$ cat src/rtl/instruction_decode.sv
// Decode stage: assembles one- or two-byte instructions from the fetch byte
// stream and holds the decoded bundle until the execute stage acknowledges it.
module instruction_decode #(
    parameter logic [15:0] IMM_MASK     = 16'h0702,
    parameter logic [15:0] ILLEGAL_MASK = 16'hC000
) (
    input  logic       clk,
    input  logic       reset,
    input  logic       DIR,
    input  logic [7:0] data_in,
    output logic       ack_to_IF,
    output logic       DOR,
    input  logic       ack_to_ID,
    input  logic       flush,
    output logic [3:0] opcode,
    output logic [1:0] rd,
    output logic [1:0] rs,
    output logic [7:0] imm,
    output logic       has_imm,
    output logic       illegal
);
    localparam int unsigned OP_W  = 4;
    localparam int unsigned REG_W = 2;
    localparam int unsigned IMM_W = 8;

    typedef enum logic [1:0] {
        FETCH_OP  = 2'd0,
        FETCH_IMM = 2'd1,
        HOLD      = 2'd2
    } state_e;

    state_e             state_q, state_d;
    logic               ack_q, ack_d;
    logic               dor_q, dor_d;
    logic [OP_W-1:0]    opcode_q, opcode_d;
    logic [REG_W-1:0]   rd_q, rd_d;
    logic [REG_W-1:0]   rs_q, rs_d;
    logic [IMM_W-1:0]   imm_q, imm_d;
    logic               has_imm_q, has_imm_d;
    logic               illegal_q, illegal_d;
    logic               capture;

    // State and bundle registers.
    always_ff @(posedge clk) begin
        if (!reset) begin
            state_q   <= FETCH_OP;
            ack_q     <= 1'b0;
            dor_q     <= 1'b0;
            opcode_q  <= '0;
            rd_q      <= '0;
            rs_q      <= '0;
            imm_q     <= '0;
            has_imm_q <= 1'b0;
            illegal_q <= 1'b0;
        end else begin
            state_q   <= state_d;
            ack_q     <= ack_d;
            dor_q     <= dor_d;
            opcode_q  <= opcode_d;
            rd_q      <= rd_d;
            rs_q      <= rs_d;
            imm_q     <= imm_d;
            has_imm_q <= has_imm_d;
            illegal_q <= illegal_d;
        end
    end

    // Next-state and bundle assembly; a byte is never taken while its ack is still high.
    always_comb begin
        state_d   = state_q;
        ack_d     = 1'b0;
        dor_d     = dor_q;
        opcode_d  = opcode_q;
        rd_d      = rd_q;
        rs_d      = rs_q;
        imm_d     = imm_q;
        has_imm_d = has_imm_q;
        illegal_d = illegal_q;
        capture   = DIR && !ack_q && !flush && (state_q != HOLD);

        if (flush) begin
            state_d   = FETCH_OP;
            dor_d     = 1'b0;
            opcode_d  = '0;
            rd_d      = '0;
            rs_d      = '0;
            imm_d     = '0;
            has_imm_d = 1'b0;
            illegal_d = 1'b0;
        end else begin
            case (state_q)
                FETCH_OP: begin
                    if (capture) begin
                        ack_d     = 1'b1;
                        opcode_d  = data_in[7:4];
                        rd_d      = data_in[3:2];
                        rs_d      = data_in[1:0];
                        imm_d     = '0;
                        illegal_d = ILLEGAL_MASK[data_in[7:4]];
                        if (ILLEGAL_MASK[data_in[7:4]]) begin
                            has_imm_d = 1'b0;
                            state_d   = HOLD;
                            dor_d     = 1'b1;
                        end else if (IMM_MASK[data_in[7:4]]) begin
                            has_imm_d = 1'b1;
                            state_d   = FETCH_IMM;
                        end else begin
                            has_imm_d = 1'b0;
                            state_d   = HOLD;
                            dor_d     = 1'b1;
                        end
                    end
                end
                FETCH_IMM: begin
                    if (capture) begin
                        ack_d   = 1'b1;
                        imm_d   = data_in;
                        state_d = HOLD;
                        dor_d   = 1'b1;
                    end
                end
                HOLD: begin
                    if (ack_to_ID) begin
                        state_d = FETCH_OP;
                        dor_d   = 1'b0;
                    end
                end
                default: begin
                    state_d = FETCH_OP;
                    dor_d   = 1'b0;
                end
            endcase
        end
    end

    assign ack_to_IF = ack_q;
    assign DOR       = dor_q;
    assign opcode    = opcode_q;
    assign rd        = rd_q;
    assign rs        = rs_q;
    assign imm       = imm_q;
    assign has_imm   = has_imm_q;
    assign illegal   = illegal_q;
endmodule

$ cat config.mk
export PLATFORM = sky130hd
export DESIGN_NAME = instruction_decode
export DESIGN_NICKNAME = d
export VERILOG_FILES = /design/src/rtl/instruction_decode.sv
export SDC_FILE = /design/constraint.sdc
export NUM_CORES = 1
export LEC_CHECK = 0
export CORE_AREA = 2 2 52 54
export DETAILED_ROUTE_END_ITERATION = 10
export DIE_AREA = 0 0 54 56
export GPL_TIMING_DRIVEN = 0
export PLACE_DENSITY = 0.77
export SETUP_SLACK_MARGIN = 0.3
export SYNTH_ARGS = -nofsm -noshare
export SYNTH_HDL_FRONTEND = slang
export SYNTH_SLANG_ARGS = --single-unit
export TNS_END_PERCENT = 20
$ cat constraint.sdc
create_clock -name clk -period 3.3 [get_ports clk]
set_input_delay 0.99 -clock clk [delete_from_list [all_inputs] [get_ports clk]]
set_output_delay 0.99 -clock clk [all_outputs]
set_load 0.1 [all_outputs]
==> results.ini, run 1 <==
[die]
coreArea_sq_mm=0.00243
dieHeight_microns=56
ios=33
start_util_pct=38.3
dieArea_sq_mm=0.00302
die_x_microns=54
std_cell_rows=18

[finish]
drive_above_1_share_pct=8.51
nets=155
diodes=0
syn_to_final_growth_pct=44.1

[clocking]
cts_buffers=3
cts_max_level=1
ctsRootBufferMaster=clkbuf_4
cts_tree=yes
clkTransAtPathRegs_ns=0.12
clock_path_buffers=2
clk_latency_ns=0.30
cts_setup_buffers=0
post_cts_resized=0
cts_sinks=22
cts_hold_buf=0

[logic_synthesis]
synth_top_cell_by_area=dfxtp_1
synth_seq_cells=22
synth.net_count=118
synth_area_leaders=dfxtp_1 47%, a21oi_1 9.1%, nand3_1 9.1%
yosys-top-cells-count=22 x dfxtp_1, 17 x a21oi_1, 17 x nand3_1
synth-edff-count=0
yosysWarnings=0
ys_async_sr_fraction_pct=0
syn_avg_cell_area_sq_um=8.87
synthFlopType=dfxtp_1
synth.distinct_cells=24
synth_most_common_cell=dfxtp_1
seq_area_frac_synth_pct=47.3
synth_area_sq_um=931
synth_cells=105
synth.top_cell.area_share_pct=47.3

[timing]
fmax_ghz=0.345
hold_viol=0
tightest_slew_ns=0.967
fin_setup_tns_ns=0
fin_worst_skew_ns=0.00112
rsz0062_at_grt=no
holdWs_ns=0.470
post-route-period-util_pct=87.8
setup-violations-final=0
slew_headroom_pct=35.3
slew_violations=0
period_needed_ns=2.90

[worst_setup_path]
cp_max_fo=5
critPathKind=reg -> out
startpoint=ack_to_IF$_SDFF_PP0_
regToRegSetupSlack_ns=1.85
crit_required_ns=2.31
path_cells=clkdlybuf4s50_1
crit_end=ack_to_IF
arrival_ns=1.91
cp_num_buf_inv=1
cp_slowest_cell=clkdlybuf4s50_1
cp-start-kind=register
cp.depth=1
reg2reg_from=ack_to_IF$_SDFF_PP0_
crit_family=buffers and inverters
crit_path_end_kind=output port
r2r_cells=3
rr_endpoint=has_imm$_SDFFE_PP0P_
slowest_delay_ns=1.17

[global_route]
grt_pass1_vias=820
grt_first_pass_wirelength_microns=3880
grt_max_degree=14
gr-total-overflow=0
grt_usage_pct=17.3
antenna_found_initial=0

[run_status]
outcome=completed

[power_and_ir_drop]
leakagePower_nw=0.437
ir_worst_vdd_v=0.000411
powerDensity_mw_per_mm2=417

[placed_design]
io_buffer_count=32
gp_congestion=0.870
dp_hpwl_microns=1740

[routing]
wl_per_cell_microns=14.0
routed_wl_microns=2400
drtIter0Drc=12
ant_nets=0
dr.pass1.iters=4
avgViaCountPerCell=5.38
drc=0
num_vias=920

[job]
maxCapViolations=0

[min_path]
worstHoldPathType=reg -> reg

[report_power, final]
group          switching (mW)  total (mW)  internal, mW
logic                  0.0532      0.0836        0.0304
clock network          0.0812       0.204         0.123
registers             0.00275       0.272         0.269
total                   0.137       0.559         0.422
[routing by layer]
metal / up-vias / track usage [%] / share of wire, %
met5: - / 0 / 0
met4: 0 / 7.86 / 1.7
met3: 4 / 3.49 / 4.2
met2: 23 / 27.7 / 50
met1: 441 / 21.7 / 44
li1: 452 / - / -
[metrics by stage]
stage	power, mW	instance area (sq um)	std cells	worst slack, ns	util, %
finish	0.559	1340	171	0.403	55.1
global route	0.582	1340	171	0.335	55.1
CTS	0.564	1340	171	0.381	55.1
detailed placement	0.361	1290	167	0.730	53.0
global placement	0.359	1290	167	0.745	53.0
floorplan	0.328	931	105	1.32	-
[layout by cell type (no fill, tap or decap)]
cell type	netlist	routed
bufinv_16	0	1
o211ai_1	1	1
buf_2	3	3
o21ai_0	11	11
nor2_1	4	4
or3b_1	1	1
clkbuf_4	0	3
and3_1	1	1
a21oi_1	17	17
a21boi_0	1	1
or2_1	1	1
buf_6	1	1
nor3b_2	1	1
nand2b_1	2	2
nand2_1	8	8
dfxtp_1	22	22
or4b_1	1	1
nand3_1	17	17
clkbuf_1	3	3
nand2b_4	1	1
a2111oi_4	1	1
nor3b_1	2	2
a2111oi_0	2	2
clkdlybuf4s50_1	0	32
o21a_1	2	2
and2b_1	1	1
nor4b_2	1	1
[how the worst min path moves through the flow]
stage                                 start  cells past startpoint                   to  slack (ns)
global placement        imm[1]$_SDFFE_PP0P_                      2  imm[1]$_SDFFE_PP0P_        0.44
detailed placement      imm[6]$_SDFFE_PP0P_                      2  imm[6]$_SDFFE_PP0P_        0.45
CTS                     imm[7]$_SDFFE_PP0P_                      2  imm[7]$_SDFFE_PP0P_        0.47
finish                  imm[0]$_SDFFE_PP0P_                      2  imm[0]$_SDFFE_PP0P_        0.47
floorplan           state_q[1]$_SDFFE_PP0P_                      3     DOR$_SDFFE_PP0P_        0.59
global route            imm[7]$_SDFFE_PP0P_                      2  imm[7]$_SDFFE_PP0P_        0.48
[state kept, by name (all words and copies together), names as in the netlist]
register   cells
imm            8
opcode         4
rd             2
rs             2
state_q        2
DOR            1
ack_to_IF      1
has_imm        1
illegal        1
[cell type report]
cell class | instances | area, sq um
flip-flops and latches | 22 | 440
fillers | 236 | 1090
clock buffers | 3 | 22.5
multi-input cells | 76 | 453
clock inverters | 1 | 30.0
plain buffers | 7 | 37.5
repair buffers | 32 | 320
well taps | 30 | 37.5
[kinds of logic (layout without fill, tap and decap cells)]
kind of cell / after synthesis / count (layout) / synth area share (%)
simple gates: 41 / 41 / 25.5
compound gates: 35 / 35 / 23.1
buf+inv: 7 / 43 / 4.03
flops: 22 / 22 / 47.3
Note: power is estimated with default switching activity, not from simulation.
==> run 2, diff against run 1 <==
- GPL_TIMING_DRIVEN: 0 -> default
==> run 2 against run 1 <==
Net effect: flip-flop and latch count unchanged; largest power group unchanged; die area unchanged; non-clock buffer count decreased by 6; global-route usage fell by 0.98 points; largest cell class unchanged.
==> results.ini, run 2 (same netlist as run 1, synthesis figures left out) <==
[finish]
final_util_pct=51.9  ; was 55.1%
nets=149  ; was 155
mostFrequentLayoutCells=22 x dfxtp_1, 21 x buf_4, 17 x nand3_1, 17 x a21oi_1, 12 x clkdlybuf4s50_1  ; was 32 x clkdlybuf4s50_1, 22 x dfxtp_1, 17 x nand3_1, 17 x a21oi_1, 11 x o21ai_0
diodes=0  ; unchanged
syn_to_final_growth_pct=35.5  ; was 44.1%
fillers=223  ; was 236
final_cells=165  ; was 171
final_common_cell=dfxtp_1  ; was clkdlybuf4s50_1
largest_reg_flops=8  ; unchanged
drive_above_1_share_pct=21.5  ; was 8.51%

[timing]
fmax_ghz=0.445  ; was 0.345 GHz
hold_viol=0  ; unchanged
fin_setup_tns_ns=0  ; unchanged
fin_worst_skew_ns=0.00922  ; was 0.00112 ns
tightest_slew_ns=0.695  ; was 0.967 ns
fin_ws_ns=1.05  ; was 0.403 ns
setup-violations-final=0  ; unchanged
rsz0062_at_grt=no  ; unchanged
slew_headroom_pct=53.7  ; was 35.3%
period_needed_ns=2.25  ; was 2.90 ns
slew_violations=0  ; unchanged
post-route-period-util_pct=68.1  ; was 87.8%

[die]
std_cell_rows=18  ; unchanged
dieArea_sq_mm=0.00302  ; unchanged
die_x_microns=54  ; unchanged
coreArea_sq_mm=0.00243  ; unchanged
start_util_pct=38.3  ; unchanged
dieHeight_microns=56  ; unchanged
ios=33  ; unchanged

[global_route]
grt_pass1_vias=771  ; was 820
grt_usage_pct=16.3  ; was 17.3%
grt_first_pass_wirelength_microns=3640  ; was 3880 microns
grt_max_degree=19  ; was 14
antenna_found_initial=0  ; unchanged
gr-total-overflow=0  ; unchanged

[power_and_ir_drop]
p_sw_share_pct=25.1  ; was 24.5%
ir_worst_vdd_v=0.000212  ; was 0.000411 V
p_int_mw=0.419  ; was 0.422 mW
p_seq_share_pct=48.6  ; about the same
combPwrFrac_pct=14.1  ; was 14.9%
p_sw_mw=0.141  ; was 0.137 mW
leakagePower_nw=0.462  ; was 0.437 nW
power.share.clock_pct=37.3  ; was 36.4%
powerDensity_mw_per_mm2=444  ; was 417 mW/mm^2

[clocking]
cts_max_level=1  ; unchanged
cts_tree=yes  ; unchanged
clock_path_buffers=2  ; unchanged
cts_hold_buf=0  ; unchanged
cts_setup_buffers=0  ; unchanged
ctsRootBufferMaster=clkbuf_4  ; unchanged
cts_sinks=22  ; unchanged
clkTransAtPathRegs_ns=0.13  ; was 0.12 ns
clk_latency_ns=0.32  ; was 0.30 ns
cts_buffers=3  ; unchanged
post_cts_resized=0  ; unchanged

[routing]
drtIter0Drc=39  ; was 12
routed_wl_microns=2360  ; was 2400 microns
num_vias=898  ; was 920
drc=0  ; unchanged
wl_per_cell_microns=14.3  ; was 14.0 microns
dr.pass1.iters=4  ; unchanged
ant_nets=0  ; unchanged
avgViaCountPerCell=5.44  ; was 5.38

[worst_setup_path]
r2r_cells=3  ; unchanged
crit_path_end_kind=register  ; was output port
regToRegSetupSlack_ns=1.79  ; was 1.85 ns
critPathKind=in -> reg  ; was reg -> out
reg2reg_from=state_q[0]$_SDFFE_PP0P_  ; was ack_to_IF$_SDFF_PP0_
cp-start-kind=input port  ; was register
arrival_ns=2.47  ; was 1.91 ns
cp_max_fo=10  ; was 5
crit_required_ns=3.52  ; was 2.31 ns
rr_endpoint=has_imm$_SDFFE_PP0P_  ; unchanged

[run_status]
outcome=completed  ; unchanged

[min_path]
holdPathEnd=imm[1]$_SDFFE_PP0P_  ; was imm[0]$_SDFFE_PP0P_
min_from=imm[1]$_SDFFE_PP0P_  ; was imm[0]$_SDFFE_PP0P_
min_path_cells=2  ; unchanged
worstHoldPathType=reg -> reg  ; unchanged

[placed_design]
dpl.cell_count=161  ; was 167
dpl_worst_slack_ns=0.696  ; was 0.730 ns
io_buffer_count=32  ; unchanged
gp_congestion=0.785  ; was 0.870
dp_hpwl_microns=1680  ; was 1740 microns

[job]
maxCapViolations=0  ; unchanged

run 2: changes by cell type in the layout (fill, tap and decap cells not counted), sizes merged:
cell           delta
buf              +17
clkdlybuf4s50    -20
clkbuf            -3
run 2: worst max path at each step:
stage | from | end | slack (ns)
global route | flush | has_imm$_SDFFE_PP0P_ | 0.92
finish | flush | has_imm$_SDFFE_PP0P_ | 1.05
detailed placement | flush | has_imm$_SDFFE_PP0P_ | 0.70
global placement | flush | has_imm$_SDFFE_PP0P_ | 0.76
CTS | flush | has_imm$_SDFFE_PP0P_ | 1.03
floorplan | ack_to_IF$_SDFF_PP0_ | ack_to_IF | 1.32
run 2: layer usage:
metal  vias to the layer above  track usage (%)  routed length, microns
met5                         -                0                       0
met4                         0             8.57                      52
met3                         5             2.69                     169
met2                        44             26.8                    1160
met1                       410             19.6                     979
li1                        439                -                       -
run 2: worst max-delay path, cell delays in order:
cell and delay, ns:
clkdlybuf4s50_1 0.51, nor3b_2 0.57, a21boi_0 0.19, o21a_1 0.21
run 2: power groups by stage:
stage                     sequential (mW)  clock, mW  combinational, mW
after CTS                           0.272      0.212             0.0787
after global routing                0.273      0.219             0.0846
after floorplan                     0.300          0             0.0278
after global placement              0.278          0             0.0771
after detailed placement            0.278          0             0.0783
final                               0.272      0.209             0.0788
run 2: cell type report:
cell class	instances	area [sq um]	area share, %
Multi-Input combinational cell	76	453	35.9
Sequential cell	22	440	34.9
Timing Repair Buffer	33	278	22.0
Tap cell	30	37.5	2.98
Clock inverter	1	30.0	2.38
Clock buffer	3	22.5	1.79
run 2: metrics by stage:
stage	power [mW]	area (sq um)	hold slack, ns
after global placement	0.355	1210	0.450
final	0.560	1260	0.466
after CTS	0.563	1260	0.471
after global routing	0.576	1260	0.492
after floorplan	0.328	931	0.591
after detailed placement	0.356	1210	0.453
==> run 3, diff against run 2 <==
- clock period: 3.3 -> 2.2 ns (I/O delays scaled with it)
==> run 3 against run 2 <==
Net effect: clock skew is 0.0030 ns lower; cell count is 1.2% higher; flip-flop and latch count stayed put; die area stayed put; largest power group unchanged; cell area is 2.7% higher; critical path type unchanged; sequential share of layout area is 0.91 points lower; register-to-register slack worse by 1.1 ns; wire length is 0.42% higher.
==> results.ini, run 3 (same netlist as run 1, synthesis figures left out) <==
[finish]
final_cells=167  ; was 165
diodes=0  ; unchanged
mostFrequentLayoutCells=22 x dfxtp_1, 22 x buf_4, 17 x nand3_1, 17 x a21oi_1, 12 x clkdlybuf4s50_1  ; was 22 x dfxtp_1, 21 x buf_4, 17 x nand3_1, 17 x a21oi_1, 12 x clkdlybuf4s50_1
nets=151  ; was 149
syn_to_final_growth_pct=39.1  ; was 35.5%
drive_above_1_share_pct=24.1  ; was 21.5%
final_util_pct=53.2  ; was 51.9%
largest_reg_flops=8  ; unchanged

[run_status]
outcome=completed  ; unchanged

[worst_setup_path]
arrival_ns=2.10  ; was 2.47 ns
slowest_delay_ns=0.52  ; was 0.57 ns
cp_num_buf_inv=1  ; unchanged
crit_path_end_kind=register  ; unchanged
cp-start-kind=input port  ; unchanged
r2r_cells=3  ; unchanged
cp_slowest_cell=clkdlybuf4s50_1  ; was nor3b_2
reg2reg_from=state_q[0]$_SDFFE_PP0P_  ; unchanged
regToRegSetupSlack_ns=0.70  ; was 1.79 ns
cp_max_fo=10  ; unchanged
rr_endpoint=has_imm$_SDFFE_PP0P_  ; unchanged
crit_required_ns=2.46  ; was 3.52 ns
critPathKind=in -> reg  ; unchanged
path_cells=clkdlybuf4s50_1, or3b_4, a2111oi_4, o21a_1  ; was clkdlybuf4s50_1, nor3b_2, a21boi_0, o21a_1
crit_family=buffers and inverters  ; was simple AND/OR/NAND/NOR gates

[timing]
fin_ws_ns=0.359  ; was 1.05 ns
rsz0062_at_grt=no  ; unchanged
tightest_slew_ns=0.658  ; was 0.695 ns
fmax_ghz=0.543
setup-violations-final=0  ; unchanged
holdWs_ns=0.466  ; about the same
slew_violations=0  ; unchanged
post-route-period-util_pct=83.7
fin_worst_skew_ns=0.00619  ; was 0.00922 ns
hold_viol=0  ; unchanged
fin_setup_tns_ns=0  ; unchanged
period_needed_ns=1.84
slew_headroom_pct=56.0  ; was 53.7%

[die]
die_x_microns=54  ; unchanged
dieHeight_microns=56  ; unchanged
dieArea_sq_mm=0.00302  ; unchanged
coreArea_sq_mm=0.00243  ; unchanged
std_cell_rows=18  ; unchanged
start_util_pct=38.3  ; unchanged
ios=33  ; unchanged

[job]
maxCapViolations=0  ; unchanged

[global_route]
gr-total-overflow=0  ; unchanged
grt_usage_pct=16.9  ; was 16.3%
grt_first_pass_wirelength_microns=3750  ; was 3640 microns
grt_pass1_vias=842  ; was 771
antenna_found_initial=0  ; unchanged
grt_max_degree=19  ; unchanged

[routing]
drtIter0Drc=26  ; was 39
drc=0  ; unchanged
routed_wl_microns=2370  ; was 2360 microns
num_vias=866  ; was 898
ant_nets=0  ; unchanged
wl_per_cell_microns=14.2  ; was 14.3 microns
avgViaCountPerCell=5.19  ; was 5.44
dr.pass1.iters=4  ; unchanged

[min_path]
min_from=imm[1]$_SDFFE_PP0P_  ; unchanged
worstHoldPathType=reg -> reg  ; unchanged
min_path_cells=2  ; unchanged
holdPathEnd=imm[1]$_SDFFE_PP0P_  ; unchanged

[placed_design]
gp_congestion=0.787  ; was 0.785
dpl.cell_count=163  ; was 161
dpl_worst_slack_ns=-0.0500  ; was 0.696 ns
io_buffer_count=32  ; unchanged
dp_hpwl_microns=1720  ; was 1680 microns

[power_and_ir_drop]
powerDensity_mw_per_mm2=650  ; was 444 mW/mm^2
leakagePower_nw=0.477  ; was 0.462 nW
ir_worst_vdd_v=0.000381  ; was 0.000212 V

[clocking]
clkTransAtPathRegs_ns=0.13  ; about the same
ctsRootBufferMaster=clkbuf_4  ; unchanged
cts_tree=yes  ; unchanged
cts_buffers=3  ; unchanged
cts_setup_buffers=0  ; unchanged
cts_max_level=1  ; unchanged
clock_path_buffers=2  ; unchanged
clk_latency_ns=0.31  ; was 0.32 ns
cts_sinks=22  ; unchanged

-- run 3: metrics by stage --
step / power, mW / instance area [sq um]
4_1_cts: 0.845 / 1290
5_1_grt: 0.870 / 1290
3_3_place_gp: 0.537 / 1240
2_1_floorplan: 0.492 / 931
6_report: 0.842 / 1290
3_5_place_dp: 0.539 / 1240
-- run 3: layout make-up --
cell class | count | area, sq um
Fill cell | 237 | 1140
Clock inverter | 1 | 30.0
Multi-Input combinational cell | 76 | 459
Sequential cell | 22 | 440
Timing Repair Buffer | 35 | 305
Tap cell | 30 | 37.5
Clock buffer | 3 | 22.5
-- run 3: worst max path at each step --
stage	slack, ns	cells past startpoint	from	to
4_1_cts	0.38	4	flush	imm[5]$_SDFFE_PP0P_
3_5_place_dp	-0.05	4	flush	has_imm$_SDFFE_PP0P_
6_report	0.36	4	flush	has_imm$_SDFFE_PP0P_
2_1_floorplan	0.48	4	ack_to_IF$_SDFF_PP0_	has_imm$_SDFFE_PP0P_
5_1_grt	0.31	4	flush	has_imm$_SDFFE_PP0P_
3_3_place_gp	-0.01	4	flush	has_imm$_SDFFE_PP0P_
-- run 3: power breakdown --
part / leakage (nW) / switching, mW / total [mW] / internal (mW)
Clock: 0.0279 / 0.124 / 0.308 / 0.184
Combinational: 0.271 / 0.0782 / 0.125 / 0.0463
Sequential: 0.178 / 0.00506 / 0.409 / 0.404
Total: 0.477 / 0.208 / 0.842 / 0.634
-- run 3: layer usage --
layer  up-vias  wire length [microns]  GRT usage, %
li1        445                      -             -
met1       391                   1060          21.6
met2        26                   1160          26.8
met3         4                    112          1.61
met4         0                     41          9.29
met5         -                      0             0
-- run 3: repair_timing --
action	in CTS	in global routing
endpoints found under the setup margin	1	5
hold buffers	0	0
cloned	0	0
resized for setup	1	1
-- run 3: worst reg2reg max path, cell delays in order (launching register included) --
cell	delay, ns
dfxtp_1	0.45
nor2_1	0.56
a21boi_0	0.18
o21a_1	0.21
